<file path="src/rtl/mux_rr_arbiter_pkg.sv">
// Shared types and constants for the round-robin mux arbiter.
package mux_rr_arbiter_pkg;

  localparam int NUM_REQ       = 4;
  localparam int DEF_DATA_W    = 4;
  localparam int DEF_BURST_LEN = 4;

  typedef enum logic {
    ST_IDLE = 1'b0,
    ST_BUSY = 1'b1
  } st_e;

  typedef logic [NUM_REQ-1:0] req_t;
  typedef logic [1:0]         idx_t;

endpackage

</file>
<file path="src/rtl/mux_rr_arbiter_if.sv">
// Requester/consumer bundle; the arbiter sits on the slave side.
interface mux_rr_arbiter_if
  import mux_rr_arbiter_pkg::*;
#(
  parameter int DATA_W = DEF_DATA_W
);
  req_t                            req;
  logic [NUM_REQ-1:0][DATA_W-1:0]  data_in;
  logic                            out_ready;
  req_t                            gnt;
  idx_t                            sel;
  logic                            out_valid;
  logic [DATA_W-1:0]               out_data;
  req_t                            ack;

  modport master (
    output req, data_in, out_ready,
    input  gnt, sel, out_valid, out_data, ack
  );

  modport slave (
    input  req, data_in, out_ready,
    output gnt, sel, out_valid, out_data, ack
  );
endinterface

</file>
<file path="src/rtl/mux_rr_arbiter_mux4.sv">
// 4:1 word multiplexer used as the shared datapath.
module mux_rr_arbiter_mux4 #(
  parameter int W = 4
) (
  input  logic [3:0][W-1:0] d,
  input  logic [1:0]        s,
  output logic [W-1:0]      y
);
  assign y = d[s];
endmodule

</file>
<file path="src/rtl/mux_rr_arbiter.sv">
// Round-robin arbiter: grants one of four requesters for a bounded burst,
// steers the shared mux and presents the word on a valid/ready port.
module mux_rr_arbiter
  import mux_rr_arbiter_pkg::*;
#(
  parameter int DATA_W    = DEF_DATA_W,
  parameter int BURST_LEN = DEF_BURST_LEN,
  parameter int CNT_W     = 4
) (
  input  logic              clk,
  input  logic              rst_n,
  mux_rr_arbiter_if.slave   bus
);

  st_e              state, state_n;
  req_t             gnt, gnt_n;
  idx_t             sel, sel_n;
  idx_t             ptr, ptr_n;
  logic [CNT_W-1:0] cnt, cnt_n;
  logic             out_valid, xfer;
  logic [DATA_W-1:0] mux_y;

  // First asserted request after the last-served index, wrapping; the
  // descending loop leaves the nearest hit as the final assignment.
  function automatic idx_t rr_pick(input req_t r, input idx_t p);
    idx_t k;
    rr_pick = p;
    for (int i = NUM_REQ; i >= 1; i--) begin
      k = p + idx_t'(i);
      if (r[k]) rr_pick = k;
    end
  endfunction

  mux_rr_arbiter_mux4 #(.W(DATA_W)) u_mux (
    .d (bus.data_in),
    .s (sel),
    .y (mux_y)
  );

  assign out_valid     = (state == ST_BUSY) && bus.req[sel];
  assign xfer          = out_valid && bus.out_ready;
  assign bus.out_valid = out_valid;
  assign bus.out_data  = mux_y;
  assign bus.ack       = xfer ? gnt : '0;
  assign bus.gnt       = gnt;
  assign bus.sel       = sel;

  always_ff @(posedge clk) begin
    if (!rst_n) begin
      state <= ST_IDLE;
      gnt   <= '0;
      sel   <= '0;
      ptr   <= idx_t'(NUM_REQ - 1);
      cnt   <= '0;
    end else begin
      state <= state_n;
      gnt   <= gnt_n;
      sel   <= sel_n;
      ptr   <= ptr_n;
      cnt   <= cnt_n;
    end
  end

  always_comb begin
    state_n = state;
    gnt_n   = gnt;
    sel_n   = sel;
    ptr_n   = ptr;
    cnt_n   = cnt;
    case (state)
      ST_IDLE: begin
        if (|bus.req) begin
          sel_n   = rr_pick(bus.req, ptr);
          gnt_n   = req_t'(1) << sel_n;
          cnt_n   = '0;
          state_n = ST_BUSY;
        end
      end
      ST_BUSY: begin
        // Burst end takes precedence over a simultaneous owner release.
        if (xfer && cnt == CNT_W'(BURST_LEN - 1)) begin
          state_n = ST_IDLE;
          ptr_n   = sel;
          gnt_n   = '0;
          cnt_n   = '0;
        end else if (!bus.req[sel]) begin
          state_n = ST_IDLE;
          ptr_n   = sel;
          gnt_n   = '0;
        end else if (xfer) begin
          cnt_n = cnt + 1'b1;
        end
      end
      default: state_n = ST_IDLE;
    endcase
  end

endmodule

</file>
<file path="src/flat_wrapper.sv">
// flat-port wrapper written by rule: the top's interface ports become plain ports
module mux_rr_arbiter_flat import mux_rr_arbiter_pkg::*;
#(
  parameter int DATA_W    = DEF_DATA_W,
  parameter int BURST_LEN = DEF_BURST_LEN,
  parameter int CNT_W     = 4
)
  (clk, rst_n, bus_req, bus_data_in, bus_out_ready, bus_gnt, bus_sel, bus_out_valid, bus_out_data, bus_ack);
  mux_rr_arbiter_if #(.DATA_W(DATA_W)) bus_i ();
  input  logic clk;
  input  logic rst_n;
  input wire logic [$bits(bus_i.req)-1:0] bus_req;
  input wire logic [$bits(bus_i.data_in)-1:0] bus_data_in;
  input wire logic [$bits(bus_i.out_ready)-1:0] bus_out_ready;
  output wire logic [$bits(bus_i.gnt)-1:0] bus_gnt;
  output wire logic [$bits(bus_i.sel)-1:0] bus_sel;
  output wire logic [$bits(bus_i.out_valid)-1:0] bus_out_valid;
  output wire logic [$bits(bus_i.out_data)-1:0] bus_out_data;
  output wire logic [$bits(bus_i.ack)-1:0] bus_ack;
  assign bus_i.req = bus_req;
  assign bus_i.data_in = bus_data_in;
  assign bus_i.out_ready = bus_out_ready;
  assign bus_gnt = bus_i.gnt;
  assign bus_sel = bus_i.sel;
  assign bus_out_valid = bus_i.out_valid;
  assign bus_out_data = bus_i.out_data;
  assign bus_ack = bus_i.ack;
  mux_rr_arbiter #(.DATA_W(DATA_W), .BURST_LEN(BURST_LEN), .CNT_W(CNT_W)) u_core (.clk(clk), .rst_n(rst_n), .bus(bus_i));
endmodule
</file>
<file path="config.mk">
export PLATFORM = sky130hd
export DESIGN_NAME = mux_rr_arbiter_flat
export DESIGN_NICKNAME = d
export VERILOG_FILES = /design/src/rtl/mux_rr_arbiter_pkg.sv /design/src/rtl/mux_rr_arbiter_if.sv /design/src/rtl/mux_rr_arbiter_mux4.sv /design/src/rtl/mux_rr_arbiter.sv /design/src/flat_wrapper.sv
export SDC_FILE = /design/constraint.sdc
export NUM_CORES = 1
export LEC_CHECK = 0
export ABC_AREA = 1
export BUFFER_PORTS_ARGS = -buffer_cell sky130_fd_sc_hd__buf_4
export CAP_MARGIN = 15
export CORE_MARGIN = 1.5
export CORE_UTILIZATION = 30
export CTS_CLUSTER_DIAMETER = 80
export CTS_CLUSTER_SIZE = 40
export DETAILED_ROUTE_END_ITERATION = 8
export PLACE_DENSITY = 0.57
export RECOVER_POWER = 25
export SETUP_SLACK_MARGIN = 0.4
export SYNTH_ARGS = -nofsm -noshare
export SYNTH_HDL_FRONTEND = slang
export SYNTH_HIERARCHICAL = 1
export SYNTH_SLANG_ARGS = --single-unit
</file>
<file path="constraint.sdc">
create_clock -name clk -period 2.6 [get_ports clk]
set_input_delay 0.65 -clock clk [delete_from_list [all_inputs] [get_ports clk]]
set_output_delay 0.65 -clock clk [all_outputs]
set_load 0.05 [all_outputs]
</file>
Yosys cells after proc, flatten, opt, wreduce, memory -nomap -nowiden
Cells that the tools add are included.

Add/sub/neg operators: 4. Reduce and logical (&&, ||, !) cells: 8. Bitwise operators: 1. $lt $le $gt $ge: 4. Equal/unequal tests: 6. Multiplexer cells: 31. Shift-type cells: 1.

Operators by type and width (number): $mux W4 (9); $pmux W4 S2 (2); $mux W2 (7); $lt A2 B3 Y1 const B (4); $ne A3 B3 Y1 const B (3); $bmux W1 S2 (4); $bmux W4 S2 (1); $mux W1 (7); $reduce_and A2 Y1 (3); $add A2 B2 Y2 const B (2); $add A4 B1 Y4 const B (1); $eq A4 B2 Y1 const B (1); $reduce_or A4 Y1 (1); $shl A1 B2 Y4 const A (1); $logic_and A1 B1 Y1 (3); $reduce_and A3 Y1 (1); $add A2 B1 Y2 const B (1); $ne A2 B1 Y1 const B (1); $ne A2 B2 Y1 const B (1); $pmux W1 S2 (1); $not A1 Y1 (1).

Flip-flop bits (word level): 13. Input bits: 23.

Longest topological paths before layout
Depth after elaboration: 11. Depth in mapped cells: 11.

Cells and area by module
Netlist, hierarchy kept.

By module, submodules not included: mux_rr_arbiter (cells an instance 128, area an instance 827.0 um2, times used 1); mux_rr_arbiter_mux4 (cells an instance 47, area an instance 196.4 um2, times used 1).

Worst setup path before layout
No wires, ideal clock.

Path type: reg2out. Start point: reg u_core.sel[1], in the netlist u_core/bus.sel[1]. End point: out bus_ack[0]. Path buffers: 0. Required time: 1950 ps. Cell stages (with the launch flop): 7. Arrival: 2160 ps. Slack: -210 ps. Cell sequence: dfxtp_1 inv_1 nand3_1 nand2_2 nor2_4 nand2_4 nor2_1.

Cells in the longest elaborated chain, start to end: 5.

Ends and longest elaborated chain: start: declaration (RTL line mux_rr_arbiter.sv:17) `idx_t sel, sel_n;`; start signal: assignment (RTL line mux_rr_arbiter.sv:58) `sel <= sel_n;`; $bmux W1 S2 (RTL line mux_rr_arbiter.sv:40) `assign out_valid = (state == ST_BUSY) && bus.req[sel];`; $mux W1 (implied by the code) (RTL line mux_rr_arbiter.sv:40); $logic_and A1 B1 Y1 (RTL line mux_rr_arbiter.sv:40); via bus_out_valid (RTL line flat_wrapper.sv:17) `output wire logic [$bits(bus_i.out_valid)-1:0] bus_out_valid;`; $logic_and A1 B1 Y1 (RTL line mux_rr_arbiter.sv:41) `assign xfer = out_valid && bus.out_ready;`; $mux W4 (RTL line mux_rr_arbiter.sv:44) `assign bus.ack = xfer ? gnt : '0;`; end: declaration (RTL line flat_wrapper.sv:19) `output wire logic [$bits(bus_i.ack)-1:0] bus_ack;`.

The timed path passes the listed nets, and every way through them passes these cells. The select of a mux whose other input is x is not followed.

Worst setup path in the final report
Start point: in bus_req[1]. End point: out bus_ack[2].

Cells in the longest elaborated chain, start to end: 5.

Ends and longest elaborated chain: start: declaration (RTL line flat_wrapper.sv:12) `input wire logic [$bits(bus_i.req)-1:0] bus_req;`; $bmux W1 S2 (RTL line mux_rr_arbiter.sv:40); $mux W1 (implied by the code) (RTL line mux_rr_arbiter.sv:40); $logic_and A1 B1 Y1 (RTL line mux_rr_arbiter.sv:40); $logic_and A1 B1 Y1 (RTL line mux_rr_arbiter.sv:41); $mux W4 (RTL line mux_rr_arbiter.sv:44).

Every way passes these cells. The select of a mux whose other input is x is not followed.

==> impl_metrics.env <==
export IMPL_finalNetCount=243
export IMPL_clk_path_buf_depth=2
export IMPL_drv_slew=0
export IMPL_gr_total_overflow=0
export IMPL_num_vias=1159
export IMPL_crit_family="simple AND/OR/NAND/NOR gates"
export IMPL_die_area_sq_um=3770
export IMPL_max_freq_mhz=447
export IMPL_n_antenna_cell=0
export IMPL_dp_hpwl_mm=1.97
export IMPL_antenna_found_initial=0
export IMPL_cts_tree="done"
export IMPL_setup_violations_final=0
export IMPL_fp_dieH_microns=61.4
export IMPL_syn_nets=199
export IMPL_fin_worst_skew_ns=0.00174
export IMPL_numPortBuffers=37
export IMPL_relSlewSlack_pct=67.3
export IMPL_path_buf_inv=2
export IMPL_crit_path_start_kind="input port"
export IMPL_cts_root_buf="clkbuf_4"
export IMPL_cts_max_level=1
export IMPL_p_leak_nw=0.755
export IMPL_numCtsBuffers=3
export IMPL_cts_hold_buf=0
export IMPL_rsz0062_at_grt="false"
export IMPL_clk_latency_ns=0.28
export IMPL_ys_warn_count=6
export IMPL_max_vdd_ir_drop_mv=0.298
export IMPL_netlist_instances=175
export IMPL_wirelength_mm=2.65
export IMPL_path_cells="clkbuf_1 -> nand2_2 -> nand3_2 -> nand2_2 -> nor2_4 -> nand2_4 -> nor2_4 -> buf_6"
export IMPL_detail_route_antenna_nets=0
export IMPL_r2r_slack_ns=1.01
export IMPL_start_util_pct=30.9
export IMPL_io_pins=38
export IMPL_num_rows=21
export IMPL_grt_first_pass_wirelength_mm=4.03
export IMPL_drcViolationCount=0
export IMPL_finalHoldViolations=0
export IMPL_grt_start_max_net_pins=11
export IMPL_syn_area_sq_um=1020
export IMPL_clk_pin_slew_ns=0.08
export IMPL_period_needed_ns=2.24
export IMPL_avgSynthCellArea_sq_um=5.85
export IMPL_status="finished, final reports clean"
export IMPL_cp_end_kind="primary output"
export IMPL_cap_violations=0
export IMPL_drt_iter0_markers=68
export IMPL_track_usage_pct=14.1
export IMPL_hp_class="reg -> reg"
export IMPL_routedWlPerCell_microns=10.0
export IMPL_cpPeakStageDelay_ns=0.19
export IMPL_total_power_w=0.000882
export IMPL_drive_gt1_share_pct=36.2
export IMPL_crit_arrival_ns=1.59
export IMPL_ys_seq_elements=13
export IMPL_die_w_microns=61.4
export IMPL_first_pass_iters=4
export IMPL_tightest_slew_ns=0.491
export IMPL_globalplace_congestion=0.782
export IMPL_syn2layout_area_growth_pct=44.4
export IMPL_setup_tns_ns=0
export IMPL_grt_pass1_vias=977
export IMPL_via_per_inst=4.39
export IMPL_ys_types=25
export IMPL_critPathKind="in -> out"
export IMPL_clock_sinks=13
export IMPL_power_density_nw_per_um2=597
export IMPL_coreArea_sq_um=3310
export IMPL_critPathRequiredTime_ns=1.95
export IMPL_finalHoldWorstSlack_ns=0.486
export IMPL_cpMaxStageDelayCell="clkbuf_1"
export IMPL_period_share_pct=86.0
export IMPL_crit_fanout=6
export IMPL_yosysSeqAreaShare_pct=25.4
## registers in the layout, indices dropped and copies added (netlist names)
signal,cells
u_core/bus.gnt,4
u_core/bus.sel,2
u_core/state,1
u_core/cnt,4
u_core/ptr,2
## final cells by class
cell class / instances / area (sq um)
clock buffer: 4 / 26.3
fill: 385 / 1830
inverter: 35 / 141
multi-input combinational: 125 / 662
sequential: 13 / 268
tap: 46 / 57.6
timing repair buffer: 41 / 323
## logic make-up (layout without fill, tap and decap cells)
family / after synthesis / count (layout) / synth area share, %
and+or+nand+nor: 100 / 100 / 43.8
buffers and inverters: 37 / 80 / 15.8
AOI/OAI and AO/OA: 23 / 23 / 13.0
DFF: 13 / 13 / 25.4
adders and majority gates: 1 / 1 / 1.22
xor gates and xnor gates: 1 / 1 / 0.856
## metrics by stage
step	area [sq um]	std cells	setup WS, ns	utilization (%)
after floorplan	1090	175	0.280	-
after global placement	1400	256	0.373	42.3
after detailed placement	1400	256	0.359	42.3
final	1480	264	0.364	44.6
after CTS	1460	262	0.402	44.1
after global routing	1480	264	0.308	44.6
## routing by layer
layer,part of all wire (%),wire length [microns],GRT usage [%],up-vias
met5,0,0,0,-
met4,0,0,1.82,0
met3,8.1,215,4.41,0
met2,46,1220,24.6,34
met1,46,1220,17.6,496
li1,-,-,-,629
## power breakdown
group / internal (W) / switching [W]
clock: 0.0000595 / 0.0000709
sequential: 0.000224 / 0.0000395
combinational: 0.000163 / 0.000324
## cells in the final DEF (no fill, tap or decap), types with 4 or more instances in the layout
| cell type | instances |
|---|---|
| nand2_1 | 54 |
| buf_4 | 33 |
| inv_1 | 23 |
| nand3_1 | 18 |
| a21oi_1 | 13 |
| dfxtp_1 | 11 |
| inv_2 | 9 |
| nand2_2 | 8 |
| nor2_4 | 5 |
| nor2_1 | 5 |
| clkbuf_4 | 4 |
| buf_6 | 4 |
## worst paths after layout
check / start / cells past startpoint / endpoint
max: bus_req[1] / 8 / bus_ack[2]
min: u_core/bus.gnt[2]$_SDFFE_PN0P_ / 2 / u_core/bus.gnt[2]$_SDFFE_PN0P_
max reg2reg: u_core/ptr[0]$_SDFFE_PN1P_ / 10 / u_core/bus.sel[1]$_SDFFE_PN0P_
min reg2reg: u_core/bus.gnt[2]$_SDFFE_PN0P_ / 2 / u_core/bus.gnt[2]$_SDFFE_PN0P_
## synth_stat cells
library cell,number,area [sq um]
a21oi_1,13,65.1
buf_6,2,22.5
dfxtp_1,13,260
ha_1,1,12.5
inv_1,24,90.1
inv_2,9,33.8
inv_4,1,6.26
inv_6,1,8.76
nand2_1,58,218
nand2_2,6,37.5
nand2_4,1,11.3
nand3_1,20,100
nand3_2,1,10.0
nand3b_1,1,7.51
nand4_1,1,6.26
nor2_1,9,33.8
nor2_2,1,6.26
nor2_4,1,11.3
o211ai_1,3,22.5
o21ai_0,3,15.0
o21ai_1,1,5.00
o21ai_2,2,17.5
o31ai_1,1,7.51
or2_2,1,6.26
xor2_1,1,8.76
## repair_timing
action | 4_1_cts | 5_1_grt
setup buffers | 2 | 2
gates resized for setup | 7 | 3
setup endpoints to repair | 4 | 4
cloned | 0 | 0
pin swaps | 1 | 3
hold endpoints to repair | 0 | 0
## worst reg2reg max path: stages (launching register included)
cell and delay, ns:
dfxtp_1 0.63, inv_6 0.08, nand2_2 0.07, nand2_1 0.10, a21oi_1 0.18, nand2_1 0.08, nand2_2 0.07, nand2_2 0.07
inv_2 0.06, nand2_1 0.04, a21oi_1 0.14
(Power assumes the default switching activity.)
